**src/rtl/mul_pkg.sv**
```systemverilog
// rtl/mul_pkg.sv - shared constants for the sequential shift-add multiplier
// Purpose: operand width, RV32M multiply op encodings (funct3[1:0]) and FSM states.
package mul_pkg;

  localparam int XLEN = 32;

  localparam logic [1:0] OP_MUL    = 2'b00;
  localparam logic [1:0] OP_MULH   = 2'b01;
  localparam logic [1:0] OP_MULHSU = 2'b10;
  localparam logic [1:0] OP_MULHU  = 2'b11;

  typedef enum logic [1:0] {
    ST_IDLE = 2'd0,
    ST_RUN  = 2'd1,
    ST_FIX  = 2'd2
  } state_e;

endpackage

```
**src/rtl/multiplier.sv**
```systemverilog
// rtl/multiplier.sv - radix-2 shift-add multiplier for RV32M MUL/MULH/MULHSU/MULHU
// Purpose: multiplies magnitudes one bit per cycle, then re-applies the sign and
//          returns the requested 32-bit half of the 64-bit product.
// Ports:
//   clk    in   system clock
//   rst_n  in   synchronous active-low reset
//   start  in   one-cycle request, samples op/x/y (restarts any operation)
//   op     in   2-bit op select (MUL, MULH, MULHSU, MULHU)
//   x      in   multiplicand (rs1)
//   y      in   multiplier (rs2)
//   busy   out  calculation in progress
//   valid  out  p holds the result of the last accepted start
//   p      out  result word
// Build option: MUL_EARLY_OUT_EN - leave RUN as soon as the remaining multiplier is zero.
module multiplier
  import mul_pkg::*;
(
  input  logic            clk,
  input  logic            rst_n,
  input  logic            start,
  input  logic [1:0]      op,
  input  logic [XLEN-1:0] x,
  input  logic [XLEN-1:0] y,
  output logic            busy,
  output logic            valid,
  output logic [XLEN-1:0] p
);

  state_e              state_q, state_d;
  logic [1:0]          op_q, op_d;
  logic [2*XLEN-1:0]   mcand_q, mcand_d;
  logic [XLEN-1:0]     mplier_q, mplier_d;
  logic [2*XLEN-1:0]   acc_q, acc_d;
  logic [4:0]          cnt_q, cnt_d;
  logic                neg_q, neg_d;
  logic                busy_q, busy_d;
  logic                valid_q, valid_d;
  logic [XLEN-1:0]     p_q, p_d;

  // Operand conditioning: MUL treats both sides as unsigned since the low word
  // is sign-independent; the magnitude of -2^31 fits as 32-bit unsigned.
  logic            x_signed, y_signed, x_neg, y_neg;
  logic [XLEN-1:0] x_mag, y_mag;
  logic [2*XLEN-1:0] prod;

  assign x_signed = (op == OP_MULH) || (op == OP_MULHSU);
  assign y_signed = (op == OP_MULH);
  assign x_neg    = x_signed & x[XLEN-1];
  assign y_neg    = y_signed & y[XLEN-1];
  assign x_mag    = x_neg ? ({XLEN{1'b0}} - x) : x;
  assign y_mag    = y_neg ? ({XLEN{1'b0}} - y) : y;

  always_comb begin
    state_d  = state_q;
    op_d     = op_q;
    mcand_d  = mcand_q;
    mplier_d = mplier_q;
    acc_d    = acc_q;
    cnt_d    = cnt_q;
    neg_d    = neg_q;
    busy_d   = busy_q;
    valid_d  = valid_q;
    p_d      = p_q;
    prod     = neg_q ? ({(2*XLEN){1'b0}} - acc_q) : acc_q;

    case (state_q)
      ST_RUN: begin
`ifdef MUL_EARLY_OUT_EN
        if (mplier_q == '0) begin
          state_d = ST_FIX;
        end else begin
          if (mplier_q[0]) acc_d = acc_q + mcand_q;
          mcand_d  = mcand_q << 1;
          mplier_d = mplier_q >> 1;
          cnt_d    = cnt_q + 5'd1;
          // Exit right after consuming the highest set bit.
          if (cnt_q == 5'd31 || mplier_q[XLEN-1:1] == '0) state_d = ST_FIX;
        end
`else
        if (mplier_q[0]) acc_d = acc_q + mcand_q;
        mcand_d  = mcand_q << 1;
        mplier_d = mplier_q >> 1;
        cnt_d    = cnt_q + 5'd1;
        if (cnt_q == 5'd31) state_d = ST_FIX;
`endif
      end
      ST_FIX: begin
        p_d     = (op_q == OP_MUL) ? prod[XLEN-1:0] : prod[2*XLEN-1:XLEN];
        busy_d  = 1'b0;
        valid_d = 1'b1;
        state_d = ST_IDLE;
      end
      default: ;
    endcase

    // A new request wins over whatever is in flight.
    if (start) begin
      valid_d  = 1'b0;
      busy_d   = 1'b1;
      op_d     = op;
      mcand_d  = {{XLEN{1'b0}}, x_mag};
      mplier_d = y_mag;
      neg_d    = x_neg ^ y_neg;
      acc_d    = '0;
      cnt_d    = '0;
      state_d  = ST_RUN;
    end
  end

  always_ff @(posedge clk) begin
    if (!rst_n) begin
      state_q  <= ST_IDLE;
      op_q     <= '0;
      mcand_q  <= '0;
      mplier_q <= '0;
      acc_q    <= '0;
      cnt_q    <= '0;
      neg_q    <= 1'b0;
      busy_q   <= 1'b0;
      valid_q  <= 1'b0;
      p_q      <= '0;
    end else begin
      state_q  <= state_d;
      op_q     <= op_d;
      mcand_q  <= mcand_d;
      mplier_q <= mplier_d;
      acc_q    <= acc_d;
      cnt_q    <= cnt_d;
      neg_q    <= neg_d;
      busy_q   <= busy_d;
      valid_q  <= valid_d;
      p_q      <= p_d;
    end
  end

  assign busy  = busy_q;
  assign valid = valid_q;
  assign p     = p_q;

endmodule

```
**config.mk**
```make
export PLATFORM = sky130hd
export DESIGN_NAME = multiplier
export DESIGN_NICKNAME = d
export VERILOG_FILES = /design/src/rtl/mul_pkg.sv /design/src/rtl/multiplier.sv
export SDC_FILE = /design/constraint.sdc
export NUM_CORES = 1
export LEC_CHECK = 0
export ABC_AREA = 1
export CELL_PAD_IN_SITES_DETAIL_PLACEMENT = 0
export CELL_PAD_IN_SITES_GLOBAL_PLACEMENT = 1
export CORE_ASPECT_RATIO = 0.7
export CORE_UTILIZATION = 43
export CTS_BUF_LIST = sky130_fd_sc_hd__clkbuf_8
export CTS_CLUSTER_DIAMETER = 40
export DETAILED_ROUTE_END_ITERATION = 10
export PLACE_DENSITY_LB_ADDON = 0.1
export SLEW_MARGIN = 20
export SYNTH_ARGS = -nofsm -noshare
export SYNTH_HDL_FRONTEND = slang
export SYNTH_SLANG_ARGS = --single-unit
```
**constraint.sdc**
```tcl
create_clock -name clk -period 2.34 [get_ports clk]
set_clock_uncertainty 0.15 [all_clocks]
set_input_delay 0.702 -clock clk [delete_from_list [all_inputs] [get_ports clk]]
set_output_delay 0.702 -clock clk [all_outputs]
set_load 0.005 [all_outputs]
```
==> impl_metrics.csv <==
group,metric,value,unit
outcome,status,"finished with violations",
outcome,violations,"design-rule violations, negative setup slack",
cells_and_area,nNetsFinal,3952,
worst_setup_path,cp_cell_sequence,"ha_1 -> buf_4 -> nand4_1 -> nor2_2 -> nand2_1 -> inv_1 -> a21oi_1 -> buf_4 -> nand3_1 -> nand3_2 -> nand2_1 -> inv_1",
sta,setup_ws,-0.0155,ns
sta,relSlewSlack,56.1,%
cells_and_area,fill_cells,4084,
route,firstDrtPassIters,9,
logic_synthesis,ys_warn_count,0,
logic_synthesis,synthTopCellsByArea,"nand2_1 24%, dfxtp_1 22%, inv_1 11%",
logic_synthesis,synth_top_area_share,23.8,%
global_route,grt_max_degree,95,
sta,slew_viol_final,0,
worst_setup_path,critical_path_class,"reg2reg",
worst_setup_path,crit_path_end_kind,"register",
power,p_sw_share,33.4,%
logic_synthesis,synth_edf_count,0,
logic_synthesis,yosysUniqueCellTypes,41,
logic_synthesis,synth-async-reset-ratio,0,%
logic_synthesis,yosys-top-cells-count,"1152 x nand2_1, 534 x inv_1, 325 x nor2_1",
logic_synthesis,avgSynthCellArea,5.49,sq um
worst_setup_path,cp_slowest_cell,"dfxtp_1",
logic_synthesis,synth.ff_latch_count,204,
route,avgRoutedWirePerCell,18.1,um
sta,max_freq,0.425,GHz
cells_and_area,area_growth,40.7,%
sta,tightest_slew,0.652,ns
clock_tree,cts_sinks,204,
global_route,antenna_found_initial,2,
route,first_iter_violations,2253,
power,p_switching,0.00345,W
logic_synthesis,synth_top_area_cell,"nand2_1",
place,finalWeightedCongestion,0.968,
power,power.total,0.0103,W
sta,whs,0.315,ns
power,clockPowerShare,38.6,%
worst_setup_path,cp.required,2.69,ns
route,via_per_inst,5.25,
floorplan,floorplan.io_pins,103,
place,port_buffers,102,
worst_setup_path,cp_max_fo,6,
worst_setup_path,cp-start-kind,"register",
power,internal_power,0.00687,W
worst_setup_path,cpPeakStageDelay,0.32,ns
cells_and_area,drive_gt1_share,24.6,%
sta,setup_tns,-0.0155,ns
sta,rsz0062_at_grt,"yes",
cells_and_area,stdcell_count,4387,
clock_tree,cts-root-buf,"clkbuf_8",
logic_synthesis,synth-main-ff-cell,"dfxtp_1",
global_route,grt-ovfl-total,0,
floorplan,core,41300,sq um
power,cellLeakagePower,13.6,nW
logic_synthesis,ys_seq_area_share,22.5,%
clock_tree,cts_tree,"done",
floorplan,row_count,62,
logic_synthesis,syn_area,18200,sq um
logic_synthesis,yosysMostFrequentCell,"nand2_1",
power,powerDensity,404,nW/um^2
clock_tree,cts_buffers,39,
worst_setup_path,r2r-start,"acc_q[60]",
route,vias,23049,
sta,fin_crit_sh,101,%
floorplan,initial_core_util,43.9,%
route,drt-total-wl,79400,um
clock_tree,htree_num_levels,2,
sta,setup_viol,1,
clock_tree,clk_pin_slew,0.07,ns
worst_setup_path,crit_arrival,2.70,ns
global_route,grt_pass1_wl,118000,um
floorplan,die_w,248,um
floorplan,die_h,174,um
clock_tree,clock_latency,0.59,ns
sta,min_period,2.36,ns
power,p_seq_share,36.3,%
global_route,grt_pass1_vias,20513,
global_route,track_usage,35.6,%
cells_and_area,n_antenna_cell,0,
power,pwr-share-comb,25.1,%
place,dpl.hpwl,63900,um
worst_hold_path,hold_path_class,"reg2reg",
floorplan,dieArea,43100,sq um
power,vdd_ir_drop_max,0.000331,V
flow_run,drv_cap,0,
worst_setup_path,crit_start,"acc_q[60]",
logic_synthesis,syn_nets,3448,
route,ant_nets,0,
worst_hold_path,min_from,"mplier_q[19]",
place,place_inst,4309,
clock_tree,clk_path_buf_depth,3,
logic_synthesis,synth_cells,3309,
sta,hold_violations,0,
route,drc,9,
-- state kept, by name, summed over array words and instances, names as in the netlist --
name / flops
p: 32
neg_q: 1
mcand_q: 64
state_q: 2
busy: 1
valid: 1
mplier_q: 32
cnt_q: 5
op_q: 2
acc_q: 64
-- metal layers --
metal | GRT usage, % | wire length (um) | vias to the layer above
li1 | - | - | 11307
met1 | 58.2 | 38900 | 10681
met2 | 46.1 | 29600 | 988
met3 | 8.85 | 10100 | 73
met4 | 4.06 | 841 | 0
met5 | 0 | 0 | -
-- cells by family (layout without fill, tap and decap cells) --
family,after synthesis,in the layout,share of synthesized area [%]
simple gates,1853,1853,42.4
compound gates,465,465,13.2
flops,204,204,22.5
xor+xnor,75,75,3.62
buf+inv,642,1176,13.4
fa+ha+maj,70,70,4.86
-- through the flow --
| stage | cell area, sq um | setup slack (ns) | util, % |
|---|---|---|---|
| CTS | 24200 | -0.0458 | 58.5 |
| global route | 25600 | -0.0794 | 61.8 |
| detailed placement | 23000 | -0.584 | 55.5 |
| finish | 25600 | -0.0155 | 61.8 |
| floorplan | 18200 | 0.137 | - |
| global placement | 23000 | -0.570 | 55.5 |
-- timing repair --
action	in CTS	in global routing
hold buffers	0	0
gates resized for setup	84	333
setup buffers	1	6
endpoints found under the setup margin	43	90
pin swaps	4	32
-- cell type report --
| cell class | count | area [sq um] | share of cell area (%) |
|---|---|---|---|
| multi-input combinational | 2463 | 13200 | 51.7 |
| timing repair buffer | 556 | 4540 | 17.8 |
| inverter | 549 | 2070 | 8.09 |
| sequential | 204 | 4210 | 16.5 |
| clock buffer | 44 | 606 | 2.37 |
| clock inverter | 27 | 245 | 0.959 |
| tap | 544 | 681 | 2.66 |
-- final timing paths --
kind	slack, ns	to	depth (start not counted)
setup / recovery	-0.02	acc_q[63]	12
hold / removal	0.32	mplier_q[19]	2
setup reg to reg	-0.02	acc_q[63]	12
hold reg to reg	0.32	mplier_q[19]	2
-- critical path, delay by kind of cell (launching register included) --
kind	cells	cell delay, ns
fa+ha+maj	1	0.31
simple gates	6	0.94
compound gates	1	0.06
buf+inv	4	0.46
flops	1	0.32
-- power groups by stage --
| stage | Sequential (W) | Clock [W] | Combinational [W] |
|---|---|---|---|
| final | 0.00375 | 0.00398 | 0.00259 |
| after global routing | 0.00375 | 0.00419 | 0.00281 |
| after CTS | 0.00372 | 0.00398 | 0.00241 |
| after detailed placement | 0.00378 | 0 | 0.00237 |
| after global placement | 0.00378 | 0 | 0.00234 |
| after floorplan | 0.00375 | 0 | 0.00129 |
-- cell usage in the layout (no fill, tap or decap), types with 22 or more instances in the layout --
| cell type | n |
|---|---|
| ha_4 | 56 |
| buf_4 | 444 |
| a21oi_1 | 219 |
| nor2_2 | 45 |
| nand3_1 | 197 |
| a21oi_2 | 22 |
| o21ai_0 | 179 |
| clkdlybuf4s50_1 | 93 |
| clkbuf_8 | 44 |
| dfxtp_2 | 68 |
| nor2_1 | 287 |
| nand3_2 | 27 |
| dfxtp_1 | 125 |
| nand4_1 | 41 |
| xor2_1 | 72 |
| nand2_2 | 101 |
| nand2_1 | 1068 |
| inv_1 | 535 |
No activity file was read; power rests on OpenSTA's default activity.
